## src/rtl/game_pkg.sv

```systemverilog
// Shared constants and types for the player-input front end of the game.
package game_pkg;

    localparam int N_PLAYERS = 6;
    localparam int VAL_W     = 3;
    localparam int IDX_W     = 3;

    // Handshake FSM of the submission arbiter.
    typedef enum logic {
        ARB_IDLE  = 1'b0,
        ARB_GRANT = 1'b1
    } arb_state_t;

endpackage

```

## src/rtl/strobe_sync.sv

```systemverilog
// Two-flop synchronizer for one player's submit strobe and value bits,
// plus rising-edge detection on the synchronized strobe.
module strobe_sync #(
    parameter int VAL_W = game_pkg::VAL_W
) (
    input  logic             clk,
    input  logic             reset,
    input  logic             strobe,
    input  logic [VAL_W-1:0] val,
    output logic             rise,
    output logic [VAL_W-1:0] val_sync
);

    logic             strobe_s1;
    logic             strobe_s2;
    logic             strobe_prev;
    logic [VAL_W-1:0] val_s1;
    logic [VAL_W-1:0] val_s2;

    // Both synchronizer stages and the delayed copy used for edge detection.
    always_ff @(posedge clk) begin
        if (reset) begin
            strobe_s1   <= 1'b0;
            strobe_s2   <= 1'b0;
            strobe_prev <= 1'b0;
            val_s1      <= '0;
            val_s2      <= '0;
        end else begin
            strobe_s1   <= strobe;
            strobe_s2   <= strobe_s1;
            strobe_prev <= strobe_s2;
            val_s1      <= val;
            val_s2      <= val_s1;
        end
    end

    // The value travels alongside the strobe, so it is valid when rise fires.
    assign rise     = strobe_s2 & ~strobe_prev;
    assign val_sync = val_s2;

endmodule

```

## src/rtl/turn_arbiter.sv

```systemverilog
// Collects player submissions into per-player pending/hold registers and
// hands them to the game core one at a time, either round-robin or in
// strict turn order.
//
// Handshake: sub_valid is a registered function of the FSM state only.
// While sub_valid is high, sub_player/sub_val are held stable; a transfer
// happens on any clock edge where sub_valid & sub_ready are both high.
// sub_ready may be high before sub_valid and never feeds sub_valid
// combinationally.
module turn_arbiter #(
    parameter int N_PLAYERS = game_pkg::N_PLAYERS,
    parameter int VAL_W     = game_pkg::VAL_W,
    parameter int IDX_W     = game_pkg::IDX_W
) (
    input  logic                       clk,
    input  logic                       reset,
    input  logic [N_PLAYERS-1:0]       player_strobe,
    input  logic [N_PLAYERS*VAL_W-1:0] player_val,
    input  logic [N_PLAYERS-1:0]       active_mask,
    input  logic                       mode,
    output logic                       sub_valid,
    output logic [IDX_W-1:0]           sub_player,
    output logic [VAL_W-1:0]           sub_val,
    input  logic                       sub_ready,
    output logic [IDX_W-1:0]           turn,
    output logic [N_PLAYERS-1:0]       pending,
    output logic                       overrun
);

    import game_pkg::arb_state_t;
    import game_pkg::ARB_IDLE;
    import game_pkg::ARB_GRANT;

    // Next index after c, wrapping modulo N_PLAYERS.
    function automatic logic [IDX_W-1:0] wrap_inc(input logic [IDX_W-1:0] c);
        return (c == IDX_W'(N_PLAYERS - 1)) ? '0 : c + 1'b1;
    endfunction

    // First set bit of mask strictly after 'from', wrapping; returns {found, index}.
    function automatic logic [IDX_W:0] next_active(input logic [IDX_W-1:0]     from,
                                                   input logic [N_PLAYERS-1:0] mask);
        logic [IDX_W-1:0] cand;
        logic [IDX_W-1:0] res;
        logic             found;
        cand  = from;
        res   = from;
        found = 1'b0;
        for (int k = 0; k < N_PLAYERS; k++) begin
            cand = wrap_inc(cand);
            if (!found && mask[cand]) begin
                found = 1'b1;
                res   = cand;
            end
        end
        return {found, res};
    endfunction

    logic [N_PLAYERS-1:0] rise;
    logic [VAL_W-1:0]     val_sync [N_PLAYERS];
    logic [VAL_W-1:0]     hold     [N_PLAYERS];

    arb_state_t           state;
    arb_state_t           state_next;
    logic [IDX_W-1:0]     rr_ptr;
    logic [N_PLAYERS-1:0] eligible;
    logic [IDX_W:0]       rr_search;
    logic [IDX_W:0]       turn_skip;
    logic [IDX_W:0]       turn_after;
    logic                 grant_found;
    logic [IDX_W-1:0]     grant_idx;
    logic                 do_grant;
    logic                 transfer;
    logic [N_PLAYERS-1:0] pending_next;
    logic [N_PLAYERS-1:0] hold_load;
    logic                 overrun_set;

    genvar g;
    generate
        for (g = 0; g < N_PLAYERS; g++) begin : g_sync
            strobe_sync #(.VAL_W(VAL_W)) u_sync (
                .clk      (clk),
                .reset    (reset),
                .strobe   (player_strobe[g]),
                .val      (player_val[g*VAL_W +: VAL_W]),
                .rise     (rise[g]),
                .val_sync (val_sync[g])
            );
        end
    endgenerate

    assign eligible   = pending & active_mask;
    assign rr_search  = next_active(rr_ptr, eligible);
    assign turn_skip  = next_active(turn, active_mask);
    assign turn_after = next_active(sub_player, active_mask);
    assign transfer   = (state == ARB_GRANT) && sub_ready;
    assign do_grant   = (state == ARB_IDLE) && grant_found;

    // Winner selection: round-robin after rr_ptr, or only the current turn.
    always_comb begin
        grant_found = 1'b0;
        grant_idx   = '0;
        if (mode) begin
            grant_found = eligible[turn];
            grant_idx   = turn;
        end else begin
            grant_found = rr_search[IDX_W];
            grant_idx   = rr_search[IDX_W-1:0];
        end
    end

    // FSM state register.
    always_ff @(posedge clk) begin
        if (reset) state <= ARB_IDLE;
        else       state <= state_next;
    end

    // FSM next state: grant from IDLE, return to IDLE on transfer.
    always_comb begin
        state_next = state;
        case (state)
            ARB_IDLE:  if (grant_found) state_next = ARB_GRANT;
            ARB_GRANT: if (sub_ready)   state_next = ARB_IDLE;
            default:   state_next = ARB_IDLE;
        endcase
    end

    // FSM outputs: valid is asserted for the whole GRANT state.
    always_comb begin
        sub_valid = (state == ARB_GRANT);
    end

    // Pending/hold update: a new edge on the transfer cycle beats the clear.
    always_comb begin
        pending_next = pending;
        hold_load    = '0;
        overrun_set  = 1'b0;
        if (transfer) pending_next[sub_player] = 1'b0;
        for (int i = 0; i < N_PLAYERS; i++) begin
            if (rise[i] && active_mask[i]) begin
                if (!pending[i] || (transfer && sub_player == IDX_W'(i))) begin
                    pending_next[i] = 1'b1;
                    hold_load[i]    = 1'b1;
                end else begin
                    overrun_set = 1'b1;
                end
            end
        end
        pending_next = pending_next & active_mask;
    end

    // Pending flags, captured values and the sticky overrun flag.
    always_ff @(posedge clk) begin
        if (reset) begin
            pending <= '0;
            overrun <= 1'b0;
            for (int i = 0; i < N_PLAYERS; i++) hold[i] <= '0;
        end else begin
            pending <= pending_next;
            if (overrun_set) overrun <= 1'b1;
            for (int i = 0; i < N_PLAYERS; i++) begin
                if (hold_load[i]) hold[i] <= val_sync[i];
            end
        end
    end

    // Grant data, round-robin pointer and turn tracking.
    always_ff @(posedge clk) begin
        if (reset) begin
            sub_player <= '0;
            sub_val    <= '0;
            rr_ptr     <= IDX_W'(N_PLAYERS - 1);
            turn       <= '0;
        end else begin
            if (do_grant) begin
                sub_player <= grant_idx;
                sub_val    <= hold[grant_idx];
            end
            if (transfer) begin
                rr_ptr <= sub_player;
                if (mode && turn_after[IDX_W]) turn <= turn_after[IDX_W-1:0];
            end else if (state == ARB_IDLE && mode && !active_mask[turn] && turn_skip[IDX_W]) begin
                turn <= turn_skip[IDX_W-1:0];
            end
        end
    end

endmodule

```

## config.mk

```make
export PLATFORM = sky130hd
export DESIGN_NAME = turn_arbiter
export DESIGN_NICKNAME = d
export VERILOG_FILES = /design/src/rtl/game_pkg.sv /design/src/rtl/strobe_sync.sv /design/src/rtl/turn_arbiter.sv
export SDC_FILE = /design/constraint.sdc
export NUM_CORES = 1
export LEC_CHECK = 0
export ABC_AREA = 1
export CAP_MARGIN = 40
export CORE_MARGIN = 1
export CORE_UTILIZATION = 45
export DETAILED_ROUTE_END_ITERATION = 8
export PLACE_DENSITY_LB_ADDON = 0.25
export SLEW_MARGIN = 20
export SYNTH_ARGS = -nofsm -noshare
export SYNTH_HDL_FRONTEND = slang
export SYNTH_SLANG_ARGS = --single-unit
```

## constraint.sdc

```tcl
create_clock -name clk -period 8.8 [get_ports clk]
set_input_delay 2.2 -clock clk [delete_from_list [all_inputs] [get_ports clk]]
set_output_delay 2.2 -clock clk [all_outputs]
set_load 0.05 [all_outputs]
```

=== Word level (Yosys, flattened, before mapping) ===
Memories as Yosys holds them, arrays and structs flattened. A register that Yosys moved wholly into a read port is not among the register bits.
Cells that the tools add are included.

* Flip-flop bits (word level): 71
* RAM bits: 18
* Input bits: 34
* Output and inout port bits: 17
* Logic and storage cells: 355
* Memories: 1

* Add/subtract/negate cells: 18
* Magnitude comparators: 21
* Eq/ne operators: 23
* Multiplexer cells: 167
* Bitwise operators: 23
* Reductions and logical operators: 66

{| class="wikitable"
|+ Memory list
! name !! words !! bits a word !! rd ports !! clocked after memory_dff !! write ports !! line !! text
|-
| hold || 6 || 3 || 1 || 1 || 6 || turn_arbiter.sv:60 || <nowiki>logic [VAL_W-1:0] hold [N_PLAYERS];</nowiki>
|}

{| class="wikitable"
|+ Operator list
! kind !! count
|-
| $mux 3 || 46
|-
| $mux 1 || 98
|-
| $lt 3x4->1 const B || 20
|-
| $bmux 1 s3 || 20
|-
| $eq 3x3->1 const B || 19
|-
| $add 3x1->3 const B || 18
|-
| $logic_and 1x1->1 || 34
|-
| $logic_not 1->1 || 22
|-
| $and 6x6->6 || 3
|-
| $not 1->1 || 7
|-
| $reduce_bool 7->1 || 1
|-
| $and 1x1->1 || 6
|-
| $eq 3x2->1 const B || 2
|-
| $logic_or 1x1->1 || 6
|-
| $mux 6 || 1
|-
| $not 6->6 || 1
|-
| $or 1x1->1 || 6
|-
| $demux 1 s3 || 1
|-
| $eq 3x1->1 const B || 1
|-
| $ge 3x1->1 const B || 1
|-
| $logic_not 3->1 || 1
|-
| $reduce_and 3->1 || 1
|-
| $ne 2x1->1 const B || 1
|-
| $pmux 1 s2 || 1
|-
| $reduce_bool 2->1 || 1
|}

=== Logic depth before layout (Yosys ltp) ===
* Depth in word-level cells: 23
* Gate-level depth with buffers: 26
* Mapped depth without buffers: 25

=== By module ===
A second synthesis with hierarchy kept.

* Cells, all modules: 821
* Area, all modules: 5490.3 sq um

{| class="wikitable"
|+ Modules (own cells, without submodules)
! module !! times used !! cells an instance !! area an instance (sq um) !! seq. area each (sq um)
|-
| turn_arbiter || 1 || 647 || 3913.8 || 940.9
|-
| strobe_sync || 6 || 29 || 262.8 || 180.2
|}

=== Worst setup path before layout ===
Ideal clock, no wire load.

* Kind: input-to-reg
* From: input port active_mask[1]
* To: register sub_player[2]
* Setup time: 0.121 ns
* Arrival: 3.678 ns
* Data required time: 8.679 ns
* Slack: 5.001 ns
* Cell stages on the path: 13
* Buffers on the path: 0
* Path through: nand2_1 > inv_1 > o21ai_1 > nand2_1 > nand3_2 > nand3_4 > nor2_8 > nand3_1 > or3_1 > nand3b_4 > inv_2 > o21ai_1 > a21oi_1

* Word-level cells in the longest chain between the ends: 21
* Elaborated cells between the ends (all ways): 40
* Those cells by class: mux: 28; bitwise: 1; reduce/logical: 11

{| class="wikitable"
|+ Ends and longest elaborated chain
! element !! line !! text
|-
| from (decl) || turn_arbiter.sv:19 || <nowiki>input logic [N_PLAYERS-1:0] active_mask,</nowiki>
|-
| $and 6x6->6 * || turn_arbiter.sv:91 || <nowiki>assign eligible = pending & active_mask;</nowiki>
|-
| $bmux 1 s3 || turn_arbiter.sv:50 || <nowiki>if (!found && mask[cand]) begin</nowiki>
|-
| $mux 1 (implied by the code) || turn_arbiter.sv:50 ||
|-
| $mux 1 || turn_arbiter.sv:50 ||
|-
| $logic_not 1->1 || turn_arbiter.sv:50 ||
|-
| $logic_and 1x1->1 || turn_arbiter.sv:50 ||
|-
| $mux 1 || turn_arbiter.sv:50 ||
|-
| $logic_not 1->1 || turn_arbiter.sv:50 ||
|-
| [... 5 more ...] || n/a ||
|-
| $logic_not 1->1 || turn_arbiter.sv:50 ||
|-
| $logic_and 1x1->1 || turn_arbiter.sv:50 ||
|-
| $mux 1 || turn_arbiter.sv:50 ||
|-
| $logic_not 1->1 || turn_arbiter.sv:50 ||
|-
| $logic_and 1x1->1 || turn_arbiter.sv:50 ||
|-
| $mux 1 || turn_arbiter.sv:50 ||
|-
| $mux 1 || turn_arbiter.sv:102 || <nowiki>if (mode) begin</nowiki>
|-
| $logic_and 1x1->1 || turn_arbiter.sv:96 || <nowiki>assign do_grant = (state == ARB_IDLE) && grant_found;</nowiki>
|-
| to (signal assigned) || turn_arbiter.sv:175 || <nowiki>sub_player <= grant_idx;</nowiki>
|-
| to (decl) || turn_arbiter.sv:22 || <nowiki>output logic [IDX_W-1:0] sub_player,</nowiki>
|}

Mark *: on every way between the ends. The rest lies on a longest branch, timed or not. The select of a mux whose other input is x is not followed.
A chain may end at the register's enable or synchronous reset.

=== Worst setup path in the final report ===
* From: input port active_mask[5]
* To: register sub_val[1] (read register of hold)

* Word-level cells in the longest chain between the ends: 21
* Elaborated cells between the ends (all ways): 40
* Those cells by class: mux: 28; bitwise: 1; reduce/logical: 11

{| class="wikitable"
|+ Ends and longest elaborated chain
! element !! line !! text
|-
| $and 6x6->6 * || turn_arbiter.sv:91 ||
|-
| $bmux 1 s3 || turn_arbiter.sv:50 ||
|-
| $mux 1 (implied by the code) || turn_arbiter.sv:50 ||
|-
| $mux 1 || turn_arbiter.sv:50 ||
|-
| $logic_not 1->1 || turn_arbiter.sv:50 ||
|-
| $logic_and 1x1->1 || turn_arbiter.sv:50 ||
|-
| $mux 1 || turn_arbiter.sv:50 ||
|-
| $logic_not 1->1 || turn_arbiter.sv:50 ||
|-
| [... 5 more ...] || n/a ||
|-
| $logic_not 1->1 || turn_arbiter.sv:50 ||
|-
| $logic_and 1x1->1 || turn_arbiter.sv:50 ||
|-
| $mux 1 || turn_arbiter.sv:50 ||
|-
| $logic_not 1->1 || turn_arbiter.sv:50 ||
|-
| $logic_and 1x1->1 || turn_arbiter.sv:50 ||
|-
| $mux 1 || turn_arbiter.sv:50 ||
|-
| $mux 1 || turn_arbiter.sv:102 ||
|-
| $logic_and 1x1->1 || turn_arbiter.sv:96 ||
|-
| to (decl) || turn_arbiter.sv:23 || <nowiki>output logic [VAL_W-1:0] sub_val,</nowiki>
|}

Marked as above.

==> metrics <==
run status=finished, final reports clean; CTS Buffer Depth=2; Routability Congestion=0.937; Leakage Power=between 0.003 and 0.004 uW; initial cell density of the core=0.471; RSZ-0062 raised after global routing=no; Seq/Total Area, Yosys=0.368; IO Pins=between 50 and 60; H-tree Lvls=3; multi-input logic area=approximately 2800 um^2; number of vias per cell=roughly 5.0; ant diodes=0; Clock Latency Late Sink=roughly 330 ps; commonest non-fill, non-tap cell in the layout=nand2_1; DP Area=6080 um^2; # setup viols final=0; crit path cell chain=clkdlybuf4s50_1, nand2_1, inv_1, nand2_1, o21ai_1, nand3_1, nand2_1, nor2_1, nand2_1, nand3_1, nand2_1, nand2_1, nand2_1, nand3_1, nand2_1, inv_1, a21oi_1, a21oi_1; Pint=~1100 uW; Critical Path Fanout Max=6; postcts setup bufs=0; clock power share=0.169; DRT iter0 DRCs=between 300 and 400; layout cells sized above 1=0.0923; sequential cell fraction of total power=0.240; Die Area=12600 um^2; Net Switching=1040 uW; grt ovf=0; Detail Route Antenna Nets=0; post-detailed-route wirelength per cell=around 13 um; Root Buffer=clkbuf_16; DRC viols=0; sequential cell area=around 2000 um^2; synthesized net count=about 870; Post-Syn Area per Cell=roughly 6.6 um^2; final WL=12.9 mm; PortBufs=50; vias in the first global route=4495; post-synth cell types=43; cts bufs inserted=9; largest net degree at the start of global routing=between 60 and 70; Final HPWL DP=between 9 and 10 mm; first-pass GRT wire length=21.6 mm; final number of hold-violating endpoints=0; Max Freq=0.218 GHz; CP required=about 9000 ps; Final Skew=~6.9 ps; clock transition at the registers of the reported paths=around 60 ps; CP Buf/Inv Count=3; worst-margin pin slew=681 ps; crit path DAT=around 4800 ps; slowest CP cell=clkdlybuf4s50_1; Syn Inst Count=830; crit end category=register; initial antenna violation count=0; mapped cell area=~5500 um^2; fin area=between 6000 and 7000 um^2; core box area=approximately 12000 um^2; P per Cell Area=333 nW/um^2; # hold bufs at CTS=0; area delta synth->final=15.9%; Syn. warnings=0; via count=5143; Peak supply drop=0.161 mV; worst min path class=reg2reg; Chip Height=around 110 um; Post-CTS Resized=0; crit-path max cell delay=approximately 660 ps; fin util=0.545; Total GRT Usage=0.212; CTS tree=done; cell mode on critical path=nand2_1; period utilisation layout=0.521; number of synthesized register bits=92; switching power share of the total=0.490; fin. max-slew vios=0; commonest cells after routing, fill and taps aside=nand2_1 (208), inv_1 (143), nor2_1 (106); crit-path leading delay family=simple AND/OR/NAND/NOR gates; first drt pass iteration count=6; Setup CP Type=in2reg; Clock Sinks=92; TNS Setup=0 ps; # nets final=914; max-cap violations=0; fillers=1141; hold slack=around 400 ps; Slew headroom=0.546; startpoint types=primary input; Logic pwr share=0.592; total chip power=2120 uW; row count=39; final worst path period need=around 4600 ps; chip width=112 um
## worst paths after layout
kind,from,depth (start not counted),slack (ps),to
setup / recovery,active_mask[5],18,4210,sub_val[1]
hold / removal,g_sync[4].u_sync.strobe_s1,2,400,g_sync[4].u_sync.strobe_s2
setup reg to reg,sub_player[0],23,4890,turn[1]
hold reg to reg,g_sync[4].u_sync.strobe_s1,2,400,g_sync[4].u_sync.strobe_s2
## routing by layer
| metal | share of wire | GRT usage |
|---|---|---|
| met1 | 0.47 | 0.285 |
| met2 | 0.46 | 0.347 |
| met3 | 0.055 | 0.0313 |
| met4 | 0.021 | 0.0800 |
| met5 | 0 | 0 |
## worst min-delay path: stages (launching register included)
cell     delay [ps]
dfxtp_1         290
inv_1            40
nor2_1           30
## state kept, by name, summed over array words and instances, names as in the netlist
name and flops:
g_sync.u_sync.strobe_prev 6, g_sync.u_sync.strobe_s1 6, g_sync.u_sync.strobe_s2 6, g_sync.u_sync.val_s1 18
g_sync.u_sync.val_sync 18, hold 18, overrun 1, pending 6
rr_ptr 3, sub_player 3, sub_val 3, sub_valid 1
turn 3
## cell usage after synthesis (all sizes together)
cell type | instances | area [um^2]
a2111oi | 1 | 8.76
a211oi | 6 | 50.1
a21boi | 2 | 15.0
a21oi | 23 | 115
a221oi | 1 | 8.76
a31oi | 2 | 12.5
buf | 11 | 62.6
clkbuf | 9 | 33.8
clkinv | 1 | 3.75
dfxtp | 74 | 1480
edfxtp | 18 | 541
ha | 7 | 87.6
inv | 157 | 589
nand2 | 228 | 936
nand3 | 98 | 611
nand3b | 4 | 42.5
nand4 | 8 | 50.1
nor2 | 113 | 465
nor3 | 12 | 65.1
o2111ai | 1 | 8.76
o211ai | 6 | 45.0
o21a | 1 | 7.51
o21ai | 38 | 190
o221ai | 1 | 8.76
o22ai | 4 | 25.0
or2 | 3 | 18.8
or3 | 1 | 6.26
## power by group through the flow
stage / Sequential, uW / Combinational [uW] / Clock, uW
6_report: 507 / 1250 / 358
5_1_grt: 510 / 1420 / 381
4_1_cts: 506 / 1240 / 363
3_5_place_dp: 515 / 1240 / 0
3_3_place_gp: 515 / 1240 / 0
2_1_floorplan: 545 / 965 / 0
## kinds of logic after synthesis
logic type	Yosys count	synth area share
and+or+nand+nor	467	0.400
buffers and inverters	178	0.126
DFF	92	0.368
AOI/OAI and AO/OA	86	0.0903
adders and majority gates	7	0.0160
## per-stage QoR
stage               setup WS, ps  std cells
global placement            3960       1005
CTS                         4320       1021
global route                4060       1021
floorplan                   5000        830
detailed placement          3980       1005
finish                      4210       1021
## cell type report
cell class,count,area share
clock buffer,11,0.0382
clock inverter,5,0.00570
tap,143,0.0281
inverter,158,0.0932
multi-input combinational,560,0.437
timing repair buffer,52,0.0803
sequential,92,0.318
Note: power is estimated with default switching activity, not from simulation.
